`src/rtl/atomic_ctrl.sv`:
```
// LL/SC and plain load/store sequencer between the datapath data port and the
// cache port, driving the link register. Full LL/SC only with ATOMIC_CTRL_LLSC_EN.
module atomic_ctrl (
  input  logic        CLK,
  input  logic        nRST,
  input  logic        dp_ren,
  input  logic        dp_wen,
  input  logic        dp_ll,
  input  logic        dp_sc,
  input  logic [31:0] dp_addr,
  input  logic [31:0] dp_store,
  output logic [31:0] dp_load,
  output logic        dp_hit,
  output logic        mem_ren,
  output logic        mem_wen,
  output logic [31:0] mem_addr,
  output logic [31:0] mem_store,
  input  logic [31:0] mem_load,
  input  logic        mem_wait,
  input  logic        snoop_inv,
  input  logic [31:0] snoop_addr,
  output logic        lm_update,
  output logic        lm_invalid,
  output logic [31:0] lm_addr_bus,
  output logic [31:0] lm_addr_cpu,
  input  logic        lm_write_valid
);
  typedef logic [31:0] word_t;

  typedef enum logic [2:0] {
    IDLE, RD, WR, LL_RD, LL_LINK, SC_WR, SC_CLR, DONE
  } state_t;

  state_t state, state_n;
  word_t  result, result_n;
  word_t  addr_q, addr_n;
  word_t  store_q, store_n;
  logic   req;

  assign req       = dp_ren | dp_wen | dp_ll | dp_sc;
  assign dp_load   = result;
  assign mem_addr  = addr_q;
  assign mem_store = store_q;

`ifndef ATOMIC_CTRL_LLSC_EN
  // Without LL/SC the link-valid flag has no consumer.
  logic llsc_unused;
  assign llsc_unused = lm_write_valid;
`endif

  always_ff @(posedge CLK) begin
    if (!nRST) begin
      state   <= IDLE;
      result  <= '0;
      addr_q  <= '0;
      store_q <= '0;
    end else begin
      state   <= state_n;
      result  <= result_n;
      addr_q  <= addr_n;
      store_q <= store_n;
    end
  end

  always_comb begin
    state_n     = state;
    result_n    = result;
    addr_n      = addr_q;
    store_n     = store_q;
    dp_hit      = 1'b0;
    mem_ren     = 1'b0;
    mem_wen     = 1'b0;
    lm_update   = 1'b0;
    // Snoops are forwarded unless a link-port override below takes the bus.
    lm_invalid  = snoop_inv;
    lm_addr_bus = snoop_addr;
    lm_addr_cpu = addr_q;

    case (state)
      IDLE: begin
        lm_addr_cpu = dp_addr;
        if (req) begin
          addr_n  = dp_addr;
          store_n = dp_store;
        end
`ifdef ATOMIC_CTRL_LLSC_EN
        if (dp_ren)      state_n = RD;
        else if (dp_wen) state_n = WR;
        else if (dp_ll)  state_n = LL_RD;
        else if (dp_sc) begin
          // SC outcome is decided here and never revisited.
          if (lm_write_valid) begin
            state_n = SC_WR;
          end else begin
            result_n = '0;
            state_n  = DONE;
          end
        end
`else
        if (dp_ren | dp_ll) state_n = RD;
        else if (dp_wen)    state_n = WR;
        else if (dp_sc)     state_n = SC_WR;
`endif
      end

      RD, LL_RD: begin
        mem_ren = 1'b1;
        if (!mem_wait) begin
          result_n = mem_load;
          state_n  = (state == LL_RD) ? LL_LINK : DONE;
        end
      end

      WR: begin
        mem_wen = 1'b1;
        if (!mem_wait) state_n = DONE;
      end

      SC_WR: begin
        mem_wen = 1'b1;
        if (!mem_wait) begin
          result_n = 32'd1;
`ifdef ATOMIC_CTRL_LLSC_EN
          state_n  = SC_CLR;
`else
          state_n  = DONE;
`endif
        end
      end

`ifdef ATOMIC_CTRL_LLSC_EN
      LL_LINK: begin
        // A concurrent snoop owns the bus port; retry the link next cycle.
        if (!snoop_inv) begin
          lm_update   = 1'b1;
          lm_addr_bus = addr_q;
          state_n     = DONE;
        end
      end

      SC_CLR: begin
        lm_invalid = 1'b1;
        if (snoop_inv) begin
          // A snoop on our own address clears the link just as well.
          if (snoop_addr == addr_q) state_n = DONE;
        end else begin
          lm_addr_bus = addr_q;
          state_n     = DONE;
        end
      end
`endif

      DONE: begin
        dp_hit  = 1'b1;
        state_n = IDLE;
      end

      default: state_n = IDLE;
    endcase
  end
endmodule

```
`config.mk`:
```
export PLATFORM = sky130hd
export DESIGN_NAME = atomic_ctrl
export DESIGN_NICKNAME = d
export VERILOG_FILES = /design/src/rtl/atomic_ctrl.sv
export SDC_FILE = /design/constraint.sdc
export NUM_CORES = 1
export LEC_CHECK = 0
export ABC_CLOCK_PERIOD_IN_PS = 1900
export CAP_MARGIN = 25
export CORE_AREA = 2 2 118 120
export CTS_BUF_LIST = sky130_fd_sc_hd__clkbuf_4
export DETAILED_ROUTE_END_ITERATION = 8
export DIE_AREA = 0 0 120 122
export PLACE_DENSITY = 0.89
export SLEW_MARGIN = 10
export SYNTH_ARGS = -nofsm -noshare
export SYNTH_HDL_FRONTEND = slang
export SYNTH_SLANG_ARGS = --single-unit
```
`constraint.sdc`:
```
create_clock -name CLK -period 1.9 [get_ports CLK]
set_input_delay 0.38 -clock CLK [delete_from_list [all_inputs] [get_ports CLK]]
set_output_delay 0.38 -clock CLK [all_outputs]
set_load 0.01 [all_outputs]
```
; After elaboration in Yosys (flattened, before gate mapping)
; Index checks and enable logic that the tools add are counted.
[op_classes]
div = 0
mux = 14
eq_ne = 9
shift = 0
bitwise = 4
reduce_logical = 7
magnitude_cmp = 0
multipliers = 0
addsub = 0
[op_table]
columns = cell, n
row1 = 2-to-1 mux 32 bit, 3
row2 = one-hot mux 32 bit (2 select lines), 1
row3 = 2-to-1 mux 3 bit, 5
row4 = one-hot mux 3 bit (3 select lines), 1
row5 = "equality test 3 x 2 -> 1 bit, second input constant", 2
row6 = "equality test 3 bit, second input constant", 2
row7 = "inequality test 2 bit, second input constant", 3
row8 = AND reduction 3 bit, 2
row9 = "inequality test 4 bit, second input constant", 1
row10 = OR 1 bit, 4
row11 = OR reduction 2 bit, 2
row12 = "equality test 3 x 1 -> 1 bit, second input constant", 1
row13 = zero test 3 bit, 1
row14 = 2-to-1 mux 1 bit, 3
row15 = 2-to-1 mux 2 bit, 1
row16 = AND reduction 2 bit, 1
row17 = nonzero test 2 bit, 1
[word_totals]
in_bits = 137
regBits = 99
mem_count = 0
latchBits = 0
rom_bits = 0
ramBits = 0

; Depth between registers and ports, before layout
; Gate-level depths: netlist (run 1).
[depth]
depth_word = 4
ltp_mapped = 6
mapped_depth_nobuf = 3

; Worst setup path before layout (run 1)
; No wires, ideal clock.
[synth_timing]
path_kind = flip-flop to output port
start = register state[1]
end = output port lm_addr_cpu[10]
arrival_ns = 1.278
required_time_ns = 1.520
stages_incl_launch_ff = 5
slack_ns = 0.242
n_path_buf = 2
cell_sequence = dfxtp_1 -> buf_4 -> nor3_4 -> buf_2 -> mux2_2
[synth_via]
elab_chain_len = 2
[synth_lines]
columns = element, line
row1 = "start, declared", 34  ; state_t state, state_n;
row2 = "start signal, assigned", 58  ; state <= state_n;
row3 = zero test 3 bit, 79  ; case (state)
row4 = 2-to-1 mux 32 bit, 79
row5 = "end, declared", 25  ; output logic [31:0] lm_addr_cpu,
; Every way passes these cells.

; Final worst setup path (run 1)
[layout_timing]
start = register state[2]
end = output port lm_addr_cpu[1]
; Same word-level chain as after synthesis.

==> impl_metrics.env, run 1 <==
export IMPL_wirelength_um=13200
export IMPL_clkTransAtPathRegs_ns=0.16
export IMPL_period_needed_ns=2.23
export IMPL_initial_core_util=0.348
export IMPL_die_h_um=122
export IMPL_arrival_ns=1.85
export IMPL_track_usage=0.174
export IMPL_final_hold_violation_count=0
export IMPL_yosys_top_cells_count="161 x nand2_1, 99 x dfxtp_1, 64 x mux2i_1, 35 x buf_4"
export IMPL_clkSinkCount=99
export IMPL_hold_path_class="in -> reg"
export IMPL_endpoint_kind="output pin"
export IMPL_firstDrtPassIters=4
export IMPL_cts_tree="done"
export IMPL_ys_types=32
export IMPL_worstPathRequired_ns=1.52
export IMPL_worst_slack_ns=-0.331
export IMPL_total_power_uw=5780
export IMPL_setup_viol=32
export IMPL_diodes=0
export IMPL_dp_hpwl_um=9570
export IMPL_clk_latency_ns=0.47
export IMPL_synth_edf_count=0
export IMPL_yosysMostFrequentCell="nand2_1"
export IMPL_avgSynthCellArea_um2=9.03
export IMPL_drt_iter0_drc=130
export IMPL_place_gp_congestion=0.770
export IMPL_root_buffer="clkbuf_4"
export IMPL_synth_seq_area_share=0.421
export IMPL_grt_pass1_wl_um=20200
export IMPL_syn_inst=521
export IMPL_status="complete, but fails checks"
export IMPL_io_pins=302
export IMPL_antenna_found_initial=0
export IMPL_rsz0062_at_grt="yes"
export IMPL_fin_worst_skew_ns=0.0186
export IMPL_max_cap_viol_count=0
export IMPL_seqCellArea_mm2=0.00199
export IMPL_critPathKind="reg -> out"
export IMPL_grt_pass1_vias=4122
export IMPL_ant_nets=0
export IMPL_syn2layout_area_growth_pct=54.9
export IMPL_fmax_mhz=448
export IMPL_synth_nets=658
export IMPL_powerDensity_mw_per_mm2=793
export IMPL_fp_coreArea_mm2=0.0135
export IMPL_yosysTopAreaCell="dfxtp_1"
export IMPL_grt_start_max_net_pins=47
export IMPL_ys_dominant_reg_cell="dfxtp_1"
export IMPL_power_leakage_uw=0.00297
export IMPL_route_vias_total=4285
export IMPL_slew_viol_final=0
export IMPL_vias_per_cell=4.68
export IMPL_drive_above_1_share=0.181
export IMPL_synth_seq_cells=99
export IMPL_synthTopCellsByArea="dfxtp_1 42%, mux2i_1 14%, nand2_1 13%"
export IMPL_multiInputGateArea_mm2=0.00227
export IMPL_die_area_mm2=0.0146
export IMPL_crit_path_start_kind="flip-flop"
export IMPL_fin_util=0.540
export IMPL_die_x_um=120
export IMPL_failed_checks="negative setup slack"
export IMPL_portBuffers=233
export IMPL_rows=43
export IMPL_finalNetCount=868
export IMPL_worstPathMaxFanout=8
export IMPL_overflow=0
export IMPL_placed_cell_area_mm2=0.00707
export IMPL_postLayoutCellArea_mm2=0.00729
export IMPL_ir_drop_mv=0.399
export IMPL_synthesis_area_mm2=0.00471
export IMPL_cts_buffer_depth=2
export IMPL_fillers=1190
export IMPL_async_reset_ff_frac=0
export IMPL_hold_buffers=0
export IMPL_timing_hold_ws_ns=0.361
export IMPL_htree_num_levels=3
export IMPL_numCtsBuffers=9
export IMPL_post_drt_wl_per_cell_um=14.4
export IMPL_yosysWarnings=0
export IMPL_route_detailed_drc=0
export IMPL_yosysTopAreaCellShare=0.421
export IMPL_period_share=1.17
==> per-stage QoR <==
stage | TNS [ns] | setup slack, ns | std cells
6_report | -8.33 | -0.331 | 916
5_1_grt | -11.77 | -0.448 | 916
4_1_cts | -14.89 | -0.483 | 912
3_5_place_dp | -3.85 | -0.181 | 893
3_3_place_gp | -2.94 | -0.111 | 893
2_1_floorplan | 0 | 0.242 | 521
==> report_power, final <==
group	switching [uW]	internal [uW]
Combinational	951	1360
Clock	739	274
Sequential	145	2310
Total	1830	3950
==> placed cells by master (no fill, tap or decap), drive strengths merged <==
cell,instances
or2,1
o221a,1
mux2i,64
nand2b,3
o31a,3
nor3,1
clkinv,3
dfxtp,99
conb,1
inv,4
o32ai,1
nor3b,1
buf,57
clkinvlp,2
clkdlybuf4s15,1
and3b,1
and2,1
clkdlybuf4s50,197
nor4b,1
and3,1
clkbuf,27
a21oi,1
a211oi,1
o311a,1
o21ai,32
a21boi,31
nand2,161
mux2,32
nor2,4
nor2b,2
or3b,1
==> repair_timing <==
action | CTS | global route
setup endpoints to repair | 35 | 36
gates cloned | 1 | 1
setup buffers | 2 | 4
pin swaps | 1 | 1
resized for setup | 50 | 123
==> worst paths after layout <==
check	startpoint	end	slack, ns	cells after the start
worst min register to register	mem_store[31]	mem_store[31]	0.47	2
worst max register to register	state[2]	mem_store[11]	0.23	6
worst max-delay path	state[2]	lm_addr_cpu[1]	-0.33	5
worst min-delay path	nRST	mem_store[13]	0.36	3
==> critical path, stage by stage, from the launching register on <==
cell and delay [ns]:
dfxtp_2 0.36, nor3_4 0.25, buf_6 0.17, clkbuf_16 0.17, mux2_4 0.32, buf_6 0.13
==> state kept, by name, indices dropped and copies added, names as in the netlist <==
| register | cells |
|---|---|
| dp_load | 32 |
| mem_addr | 32 |
| mem_store | 32 |
| state | 3 |
==> kinds of logic (layout without fill, tap and decap cells) <==
family | Yosys count | in the layout | share of synthesized area
AND/OR/NAND/NOR | 178 | 178 | 0.154
buffers and inverters | 76 | 291 | 0.113
multiplexers | 96 | 96 | 0.213
AO/OA/AOI/OAI | 71 | 71 | 0.0981
other | 1 | 1 | 0.000797
flip-flops | 99 | 99 | 0.421
==> layout make-up <==
class / instances / area share
Clock buffer: 9 / 0.00927
Timing Repair Buffer: 273 / 0.368
Clock inverter: 7 / 0.00687
Inverter: 2 / 0.00103
Tap cell: 180 / 0.0309
Sequential cell: 99 / 0.273
Multi-Input combinational cell: 346 / 0.311
==> metal layers <==
layer / track usage / routed length [um] / up-vias
met4: 0.0949 / 436 / 0
met3: 0.0548 / 1030 / 35
met2: 0.293 / 6380 / 170
li1: - / - / 2111
met5: 0 / 0 / -
met1: 0.195 / 5390 / 1969
No activity file was read; power rests on OpenSTA's default activity.
==> run 2: changes to the inputs <==
--- a/config.mk
+++ b/config.mk
@@ -12,6 +12,7 @@
 export DETAILED_ROUTE_END_ITERATION = 8
 export DIE_AREA = 0 0 120 122
 export PLACE_DENSITY = 0.89
+export RECOVER_POWER = 100
 export SLEW_MARGIN = 10
 export SYNTH_ARGS = -nofsm -noshare
 export SYNTH_HDL_FRONTEND = slang
==> impl_metrics.env, run 2 (same netlist as run 1, synthesis figures left out) <==
export IMPL_portBuffers=233
export IMPL_postLayoutCellArea_mm2=0.00727
export IMPL_pre_cts_ws_ns=-0.181
export IMPL_layout_common_cells="197 x clkdlybuf4s50_1, 161 x nand2_1, 94 x dfxtp_1, 64 x mux2i_1, 32 x o21ai_0"
export IMPL_route_detailed_drc=0
export IMPL_fin_util=0.539
export IMPL_final_hold_violation_count=0
export IMPL_drt_iter0_drc=131
export IMPL_fin_tns_setup_ns=-8.29
export IMPL_rows=43
export IMPL_powerDensity_mw_per_mm2=794
export IMPL_htree_num_levels=3
export IMPL_cts_buffer_depth=2
export IMPL_ir_drop_mv=0.399
export IMPL_status="complete, but fails checks"
export IMPL_fp_coreArea_mm2=0.0135
export IMPL_arrival_ns=1.85
export IMPL_ant_nets=0
export IMPL_endpoint_kind="output pin"
export IMPL_diodes=0
export IMPL_p_sw_frac=0.317
export IMPL_syn2layout_area_growth_pct=54.6
export IMPL_fmax_mhz=449
export IMPL_die_h_um=122
export IMPL_finalNetCount=868
export IMPL_cts_tree="done"
export IMPL_dp_hpwl_um=9570
export IMPL_final_common_cell="clkdlybuf4s50_1"
export IMPL_worstPathRequired_ns=1.52
export IMPL_firstDrtPassIters=4
export IMPL_critPathKind="reg -> out"
export IMPL_power_net_switching_uw=1830
export IMPL_clk_latency_ns=0.47
export IMPL_antenna_found_initial=0
export IMPL_worst_slack_ns=-0.329
export IMPL_clkSinkCount=99
export IMPL_crit_chain="nor3_4 > buf_6 > clkbuf_16 > mux2_4 > buf_6"
export IMPL_worstPathMaxFanout=8
export IMPL_post_drt_wl_per_cell_um=14.4
export IMPL_grt_pass1_wl_um=20200
export IMPL_fin_worst_skew_ns=0.0181
export IMPL_die_x_um=120
export IMPL_placed_cell_area_mm2=0.00707
export IMPL_p_seq_frac=0.425
export IMPL_overflow=0
export IMPL_track_usage=0.174
export IMPL_period_share=1.17
export IMPL_cpPeakStageDelay_ns=0.36
export IMPL_setup_viol=32
export IMPL_clkPwrFrac=0.175
export IMPL_fillers=1193
export IMPL_wirelength_um=13200
export IMPL_max_cap_viol_count=0
export IMPL_clkTransAtPathRegs_ns=0.16
export IMPL_failed_checks="negative setup slack"
export IMPL_io_pins=302
export IMPL_rsz0062_at_grt="yes"
export IMPL_drive_above_1_share=0.179
export IMPL_period_needed_ns=2.23
export IMPL_root_buffer="clkbuf_4"
export IMPL_initial_core_util=0.348
export IMPL_worst_pin_slew_ns=0.552
export IMPL_route_vias_total=4280
export IMPL_vias_per_cell=4.67
export IMPL_numCtsBuffers=9
export IMPL_path_common_cell="buf_6"
export IMPL_power_leakage_uw=0.00297
export IMPL_place_gp_congestion=0.770
export IMPL_slew_viol_final=0
export IMPL_die_area_mm2=0.0146
export IMPL_grt_pass1_vias=4122
export IMPL_combPwrFrac=0.399
export IMPL_hold_path_class="in -> reg"
export IMPL_slew_headroom=0.631
export IMPL_hold_buffers=0
export IMPL_grt_start_max_net_pins=47
export IMPL_p_int_uw=3940
export IMPL_crit_path_start_kind="flip-flop"
export IMPL_critPathSlowestCell="dfxtp_2"
## run 2: repair_timing
action,4_1_cts,5_1_grt
cloned,1,1
gates resized for setup,50,123
pin swaps,1,1
buffers inserted,2,4
endpoints found under the setup margin,35,36
## run 2: area by class of cell
cell class	count	area, um2	share of cell area
clock buffer	9	67.6	0.00929
inverter	2	7.51	0.00103
tap	180	225	0.0310
sequential	99	1990	0.273
clock inverter	7	50.0	0.00688
multi-input combinational	346	2260	0.310
timing repair buffer	273	2680	0.368
## run 2: path summary, 6_finish.rpt
kind	startpoint	to	slack [ns]	cells after the start
worst max-delay path	state[2]	lm_addr_cpu[1]	-0.33	5
worst min-delay path	nRST	mem_store[13]	0.36	3
worst max register to register	state[2]	dp_load[11]	0.20	6
worst min register to register	mem_store[31]	mem_store[31]	0.47	2
## run 2: worst max-delay path: cells and delay by family, from the launching register on
family / cells / cell delay [ns]
DFF: 1 / 0.36
and+or+nand+nor: 1 / 0.25
buffers and inverters: 3 / 0.46
muxes: 1 / 0.32
## run 2: per-layer routing
layer | global-route usage | vias up | part of all wire
met2 | 0.293 | 168 | 0.48
li1 | - | 2110 | -
met1 | 0.195 | 1967 | 0.41
met4 | 0.0949 | 0 | 0.033
met5 | 0 | - | 0
met3 | 0.0548 | 35 | 0.077
## run 2: power groups by stage
stage / sequential [uW] / clock, uW / combinational (uW)
finish: 2450 / 1010 / 2310
global route: 2490 / 1150 / 2460
CTS: 2450 / 1080 / 2170
detailed placement: 2500 / 0 / 2210
global placement: 2480 / 0 / 2170
floorplan: 2580 / 0 / 1090
## run 2: stage by stage
step                      total power, uW  std cells  hold WS (ns)
after detailed placement             4700        893         0.451
after global routing                 6100        916         0.339
after floorplan                      3670        521         0.479
final                                5770        916         0.361
after CTS                            5700        912         0.309
after global placement               4650        893         0.441
